`src/rtl/uart_tx_frame.sv`:
```
// UART transmitter: start bit, DATA_WIDTH data bits LSB-first, optional parity, one stop bit,
// each bit held for prescale clk cycles. tx_out and busy are registered.
module uart_tx_frame #(
   parameter int DATA_WIDTH = 8,
   parameter int PRE_W      = 5
) (
   input  logic                  clk,
   input  logic                  rst,
   input  logic [DATA_WIDTH-1:0] p_data,
   input  logic                  data_valid,
   input  logic                  par_en,
   input  logic                  par_typ,
   input  logic [PRE_W-1:0]      prescale,
   output logic                  tx_out,
   output logic                  busy
);

   localparam int IDX_W = (DATA_WIDTH > 1) ? $clog2(DATA_WIDTH) : 1;

   typedef enum logic [2:0] {IDLE, START, DATA, PARITY, STOP} state_t;

   state_t                  state;
   logic [PRE_W-1:0]        pre_q;
   logic [PRE_W-1:0]        cyc_cnt;
   logic [IDX_W-1:0]        bit_idx;
   logic [DATA_WIDTH-1:0]   data_q;
   logic                    par_en_q;
   logic                    par_bit_q;
   logic                    last_cyc;

   function automatic logic calc_parity(input logic [DATA_WIDTH-1:0] d, input logic odd);
      return odd ? ~^d : ^d;
   endfunction

   function automatic logic [PRE_W-1:0] norm_prescale(input logic [PRE_W-1:0] p);
      return (p == '0) ? PRE_W'(1) : p;
   endfunction

   assign last_cyc = (cyc_cnt == pre_q - PRE_W'(1));

   // data_q is shifted right as each data bit is launched, so bit 0 is always the next one out
   always_ff @(posedge clk) begin
      if (rst) begin
         state     <= IDLE;
         tx_out    <= 1'b1;
         busy      <= 1'b0;
         cyc_cnt   <= '0;
         bit_idx   <= '0;
         data_q    <= '0;
         pre_q     <= '0;
         par_en_q  <= 1'b0;
         par_bit_q <= 1'b0;
      end else begin
         case (state)
            IDLE: begin
               tx_out  <= 1'b1;
               busy    <= 1'b0;
               cyc_cnt <= '0;
               bit_idx <= '0;
               if (data_valid) begin
                  data_q    <= p_data;
                  par_en_q  <= par_en;
                  par_bit_q <= calc_parity(p_data, par_typ);
                  pre_q     <= norm_prescale(prescale);
                  state     <= START;
                  tx_out    <= 1'b0;
                  busy      <= 1'b1;
               end
            end
            START: begin
               if (last_cyc) begin
                  cyc_cnt <= '0;
                  bit_idx <= '0;
                  tx_out  <= data_q[0];
                  data_q  <= data_q >> 1;
                  state   <= DATA;
               end else begin
                  cyc_cnt <= cyc_cnt + PRE_W'(1);
               end
            end
            DATA: begin
               if (last_cyc) begin
                  cyc_cnt <= '0;
                  if (bit_idx == IDX_W'(DATA_WIDTH - 1)) begin
                     if (par_en_q) begin
                        tx_out <= par_bit_q;
                        state  <= PARITY;
                     end else begin
                        tx_out <= 1'b1;
                        state  <= STOP;
                     end
                  end else begin
                     bit_idx <= bit_idx + IDX_W'(1);
                     tx_out  <= data_q[0];
                     data_q  <= data_q >> 1;
                  end
               end else begin
                  cyc_cnt <= cyc_cnt + PRE_W'(1);
               end
            end
            PARITY: begin
               if (last_cyc) begin
                  cyc_cnt <= '0;
                  tx_out  <= 1'b1;
                  state   <= STOP;
               end else begin
                  cyc_cnt <= cyc_cnt + PRE_W'(1);
               end
            end
            STOP: begin
               if (last_cyc) begin
                  cyc_cnt <= '0;
                  tx_out  <= 1'b1;
                  busy    <= 1'b0;
                  state   <= IDLE;
               end else begin
                  cyc_cnt <= cyc_cnt + PRE_W'(1);
               end
            end
            default: begin
               state  <= IDLE;
               tx_out <= 1'b1;
               busy   <= 1'b0;
            end
         endcase
      end
   end

endmodule

```
`config.mk`:
```
export PLATFORM = sky130hd
export DESIGN_NAME = uart_tx_frame
export DESIGN_NICKNAME = d
export VERILOG_FILES = /design/src/rtl/uart_tx_frame.sv
export SDC_FILE = /design/constraint.sdc
export NUM_CORES = 1
export LEC_CHECK = 0
export CORE_MARGIN = 2
export CORE_UTILIZATION = 55
export DETAILED_ROUTE_END_ITERATION = 10
export PLACE_DENSITY = 0.79
export SLEW_MARGIN = 30
export SYNTH_ARGS = -nofsm -noshare
export SYNTH_HDL_FRONTEND = slang
export SYNTH_SLANG_ARGS = --single-unit
```
`constraint.sdc`:
```
create_clock -name clk -period 3.5 [get_ports clk]
set_input_delay 0.525 -clock clk [delete_from_list [all_inputs] [get_ports clk]]
set_output_delay 0.525 -clock clk [all_outputs]
set_load 0.02 [all_outputs]
```
==> summary.txt, run 1 <==
Layout
  • Most frequent cells in the layout: dfxtp_1, nand2_1, clkdlybuf4s50_1
  • Area grow syn2layout: 15.0%
  • Util after Layout: 64.9%
  • Final non-filler cell total: 255
  • Fill cells: 250
  • Ratio of cells with drive above 1 in the final layout: 8.56%
  • FF/Latch Area: 561 um^2
  • Most common cell after layout, fill and taps aside: dfxtp_1
  • Final nets: 245
  • Multi-input gate area in the final layout: 1050 um^2
  • Antenna cell count: 0

Pwr
  • PD cells: 395 nW/um^2
  • Lkg Pwr: 0.690 nW
  • Worst VDD drop: 0.000203 V

Timing
  • Tightest Pin Transition: 706 ps
  • Worst Slack Setup Final: 1050 ps
  • Clk_skew: 21.9 ps
  • Max-slew violation count: 0
  • Final setup fails: 0
  • Worst slew margin: 52.4%
  • Setup TNS: 0 ps
  • Period utilisation layout: 70.0%
  • Worst Hold Slack: 483 ps
  • RSZ-0062 raised after global routing: false
  • Fmax: 408 MHz
  • Tmin final: 2450 ps
  • Fin. Hold Viols: 0

Synthesis
  • Seq/Total Area, Yosys: 33.4%
  • Synthesis-stage register bit count: 28
  • Syn Area/Cell: 8.08 um^2
  • Mapped Cells: 208
  • Syn Std Cell Area: 1680 um^2
  • EDFF count, synth: 0
  • Ys async rst share: 0%
  • Ys flop type: dfxtp_1
  • Ys Warns: 0
  • Syn_nets: 230
  • Synth cell types: 43

Drt
  • Final ANT Viol Nets: 0
  • Via-to-Cell Ratio: 6.11
  • # DRC: 0
  • Via count: 1,559
  • Drt first pass iters: 4
  • DR iter-0 viols: 101
  • WL per Instance: 14.4 um
  • Routed WL: 3680 um

Die
  • Site Rows: 20
  • # IOs: 20
  • Die area: 3510 um^2
  • Die X-Extent: 59.3 um
  • Die Span Y: 59.3 um
  • Initial core utilization: 56.4%
  • Core ar.: 2980 um^2

Clock tree
  • Clock Path Buffers: 2
  • CTS Sinks: 28
  • Clock-pin slew on the worst setup and hold paths: 170 ps
  • Skew-Pair Late Insertion Delay: 350 ps
  • CTS root buf: clkbuf_4
  • Clock buffer count from CTS: 3
  • # H-tree levels: 1
  • CTS tree: built
  • Post CTS Setup Buffer Count: 0
  • Hold_buf cts: 0
  • Post-CTS Resized: 0

Placed design
  • Placer Congestion: 0.880
  • DP HPWL: 2600 um
  • Worst slack, placed: 1030 ps
  • Placed Instances: 251
  • # port buffers: 19

GRT
  • Grt met3 use: 5.24%
  • Initial antenna violation count: 0
  • Pin count of the biggest net entering global routing: 32
  • Global route overflow: 0
  • Global-route usage over all layers: 23.6%
  • First-pass GRT wire length: 6330 um
  • GR Util met1: 29.3%
  • Vias in the first global route: 1,448
  • Gr busiest metal: met2
  • Routing usage on met2: 39.7%

Worst setup path
  • CP max FO: 9
  • Setup crit end kind: register
  • Arrival time at the worst endpoint: 2730 ps
  • Crit path launch type: register
  • Crit path kind: reg2reg
  • Required time of the critical path: 3770 ps

Job
  • Max cap viols: 0

Run status
  • Outcome: completed

Worst hold path
  • Hold WC Path Type: reg2reg
[critical path: stages (launching register included)]
cell     delay, ps
dfxtp_1        370
ha_1           200
ha_1           240
or3b_4         410
a21oi_4        260
o41ai_2        210
or4b_1         530
a21oi_1        160
[stage by stage]
step / power (W) / instance area, um^2
3_5_place_dp: 0.000548 / 1880
2_1_floorplan: 0.000493 / 1680
3_3_place_gp: 0.000541 / 1880
4_1_cts: 0.000762 / 1930
5_1_grt: 0.000802 / 1930
6_report: 0.000764 / 1930
[layer usage]
metal  wire length, um  vias to the layer above  part of all wire [%]
li1                  -                      780                     -
met4                34                        0                  0.92
met3               188                        4                   5.1
met5                 0                        -                     0
met2              1790                       44                    49
met1              1660                      731                    45
[cells in the mapped netlist (all sizes together) (3+ instances only)]
| library cell | instances | area, um^2 |
|---|---|---|
| dfxtp | 28 | 561 |
| nand2 | 25 | 93.8 |
| a21oi | 17 | 96.4 |
| o21ai | 16 | 80.1 |
| nor2 | 14 | 52.6 |
| nand3 | 12 | 60.1 |
| xnor2 | 11 | 96.3 |
| clkbuf | 8 | 30.0 |
| a31oi | 7 | 43.8 |
| inv | 7 | 26.3 |
| mux2 | 7 | 78.8 |
| nand2b | 6 | 37.5 |
| ha | 4 | 50.1 |
| xor2 | 4 | 35.0 |
| and3 | 3 | 18.8 |
| nand3b | 3 | 22.5 |
| nor3 | 3 | 15.0 |
| o211ai | 3 | 27.5 |
| o21bai | 3 | 22.5 |
[sequential cells by signal, indices dropped and copies added (netlist names)]
name and count:
cyc_cnt 5, tx_out 1, pre_q 5, bit_idx 3, par_bit_q 1, state 3, par_en_q 1, busy 1
data_q 8
[where the power goes]
| part | internal, W | switching, W |
|---|---|---|
| logic | 0.0000866 | 0.0000988 |
| registers | 0.000339 | 0.0000183 |
| clock network | 0.000116 | 0.000105 |
[cell type report]
type / count / area share [%]
Multi-Input combinational cell: 163 / 54.5
Sequential cell: 28 / 29.0
Timing Repair Buffer: 20 / 10.2
Tap cell: 33 / 2.14
Clock inverter: 1 / 1.55
Inverter: 7 / 1.36
Clock buffer: 3 / 1.17
[cell families (layout without fill, tap and decap cells)]
family,count (synthesis),count (layout),share of synthesized area [%]
simple gates,75,75,22.3
flops,28,28,33.4
mux,8,8,5.29
xor+xnor,15,15,7.82
buf+inv,17,31,3.95
compound gates,61,61,24.3
fa+ha+maj,4,4,2.98
[final timing paths]
| check | cells past startpoint | endpoint | slack (ps) | start |
|---|---|---|---|---|
| worst min register to register | 2 | pre_q[4] | 480 | pre_q[4] |
| worst max register to register | 7 | data_q[7] | 1050 | bit_idx[0] |
| worst max-delay path | 7 | data_q[7] | 1050 | bit_idx[0] |
| worst min-delay path | 2 | pre_q[4] | 480 | pre_q[4] |
Note: power is estimated with default switching activity, not from simulation.
==> inputs of run 2 (changes only) <==
- CORE_UTILIZATION: 55 -> 50
- PLACE_DENSITY: 0.79 -> 0.75
- clock period: 3.5 -> 2 ns (I/O delays scaled with it)
==> summary.txt, run 2 (synthesized netlist as in run 1, its figures left out) <==
Worst setup path
  • Cells along the critical path: ha_4, ha_4, or3b_4, a21oi_4, o41ai_4, or4b_1, a21oi_1
  • Most used cell along the critical path: ha_4
  • Setup crit end kind: register
  • Crit path kind: reg2reg
  • Arrival time at the worst endpoint: 2300 ps
  • CP max FO: 2
  • Largest stage delay on the critical path: 480 ps
  • Required time of the critical path: 2280 ps
  • CP max stage cell: or4b_1
  • Crit path launch type: register
  • Internal reg-to-reg setup slack: -20 ps

Clock tree
  • CTS tree: built
  • Skew-Pair Late Insertion Delay: 330 ps
  • # H-tree levels: 1
  • CTS root buf: clkbuf_4
  • Clock buffer count from CTS: 3
  • CTS Sinks: 28
  • Clock-pin slew on the worst setup and hold paths: 160 ps
  • Clock Path Buffers: 2
  • Hold_buf cts: 0

Timing
  • Tmin final: 2020 ps
  • Worst Hold Slack: 489 ps
  • Tightest Pin Transition: 712 ps
  • Fmax: 494 MHz
  • Clk_skew: 3.76 ps
  • Max-slew violation count: 0
  • Worst Slack Setup Final: -22.7 ps
  • RSZ-0062 raised after global routing: true
  • Period utilisation layout: 101%
  • Fin. Hold Viols: 0
  • Worst slew margin: 52.3%
  • Final setup fails: 1

Drt
  • Routed WL: 4180 um
  • # DRC: 0
  • Via-to-Cell Ratio: 5.52
  • Drt first pass iters: 4
  • WL per Instance: 14.3 um
  • Via count: 1,605
  • DR iter-0 viols: 65
  • Final ANT Viol Nets: 0

Pwr
  • Worst VDD drop: 0.000339 V
  • Lkg Pwr: 0.800 nW
  • PD cells: 598 nW/um^2

GRT
  • Routing usage on met2: 38.5%
  • Global route overflow: 0
  • GR Util met1: 29.3%
  • Grt met3 use: 3.31%
  • First-pass GRT wire length: 6480 um
  • Pin count of the biggest net entering global routing: 18
  • Gr busiest metal: met2
  • Vias in the first global route: 1,470
  • Initial antenna violation count: 0
  • Global-route usage over all layers: 22.5%

Die
  • Die area: 3840 um^2
  • Site Rows: 21
  • # IOs: 20
  • Initial core utilization: 51.2%
  • Die X-Extent: 62.0 um
  • Die Span Y: 62.0 um
  • Core ar.: 3280 um^2

Layout
  • Final nets: 268
  • Ratio of cells with drive above 1 in the final layout: 24.1%
  • Max reg flops: 8
  • Util after Layout: 67.3%
  • Biggest regs: data_q (8), cyc_cnt (5), pre_q (5)
  • Most common cell after layout, fill and taps aside: nand2_1
  • Cell area after layout: 2210 um^2
  • Most flop-heavy register: data_q
  • Fill cells: 272
  • Antenna cell count: 0
  • Area grow syn2layout: 31.5%
  • Most frequent cells in the layout: nand2_1, dfxtp_1, buf_4

Placed design
  • DP HPWL: 2900 um
  • Placer Congestion: 0.835
  • # port buffers: 19
  • Cell area after placement: 2060 um^2

Run status
  • Failing checks: setup timing
  • Outcome: finished, violations left

Worst hold path
  • Hold WC Path Type: reg2reg

Job
  • Max cap viols: 0
-- run 2: area by class of cell --
| type | instances | area, um^2 | area share [%] |
|---|---|---|---|
| timing repair buffer | 43 | 374 | 16.9 |
| tap | 46 | 57.6 | 2.60 |
| clock buffer | 4 | 36.3 | 1.64 |
| multi-input combinational | 163 | 1150 | 52.0 |
| sequential | 28 | 566 | 25.6 |
| inverter | 7 | 26.3 | 1.19 |
-- run 2: routing by layer --
| metal | up-vias | wire length [um] | share of wire (%) |
|---|---|---|---|
| li1 | 822 | - | - |
| met1 | 748 | 1970 | 47 |
| met2 | 33 | 2050 | 49 |
| met3 | 2 | 125 | 3.0 |
| met4 | 0 | 24 | 0.57 |
| met5 | - | 0 | 0 |
-- run 2: what timing repair did --
action,4_1_cts,5_1_grt
pin swaps,1,1
gates cloned,0,0
setup buffers,1,5
setup endpoints to repair,6,14
resized for setup,1,18
-- run 2: critical path: cells and delay by family (launching register included) --
kind	cells	cell delay, ps
AND/OR/NAND/NOR	2	890
AO/OA/AOI/OAI	3	410
flip-flops	1	370
adder cells (fa/ha/maj)	2	310
-- run 2: final timing paths --
check | from | endpoint | cells past startpoint
setup / recovery | bit_idx[1] | data_q[7] | 7
hold / removal | pre_q[1] | pre_q[1] | 2
setup reg to reg | bit_idx[1] | data_q[7] | 7
hold reg to reg | pre_q[1] | pre_q[1] | 2
-- run 2: report_power, final --
group / switching, W / leakage [nW] / total [W] / internal, W
combinational: 0.000209 / 0.548 / 0.000410 / 0.000200
clock: 0.000177 / 0.0210 / 0.000289 / 0.000111
sequential: 0.0000289 / 0.231 / 0.000623 / 0.000594
total: 0.000416 / 0.800 / 0.00132 / 0.000906
-- run 2: metrics by stage --
step / TNS [ps] / power [W] / setup slack, ps / instances
4_1_cts: -36.6 / 0.00129 / -36.6 / 286
3_5_place_dp: -36.7 / 0.00100 / -16.4 / 281
2_1_floorplan: -89.2 / 0.000867 / -89.2 / 208
5_1_grt: -192 / 0.00139 / -89.0 / 291
6_report: -22.7 / 0.00132 / -22.7 / 291
3_3_place_gp: 0 / 0.000993 / 34.5 / 281
==> inputs of run 3 (changes only) <==
- CTS_CLUSTER_DIAMETER: default -> 120
==> results of run 3 <==
Final layout, timing and power as in run 2 (identical DEF).
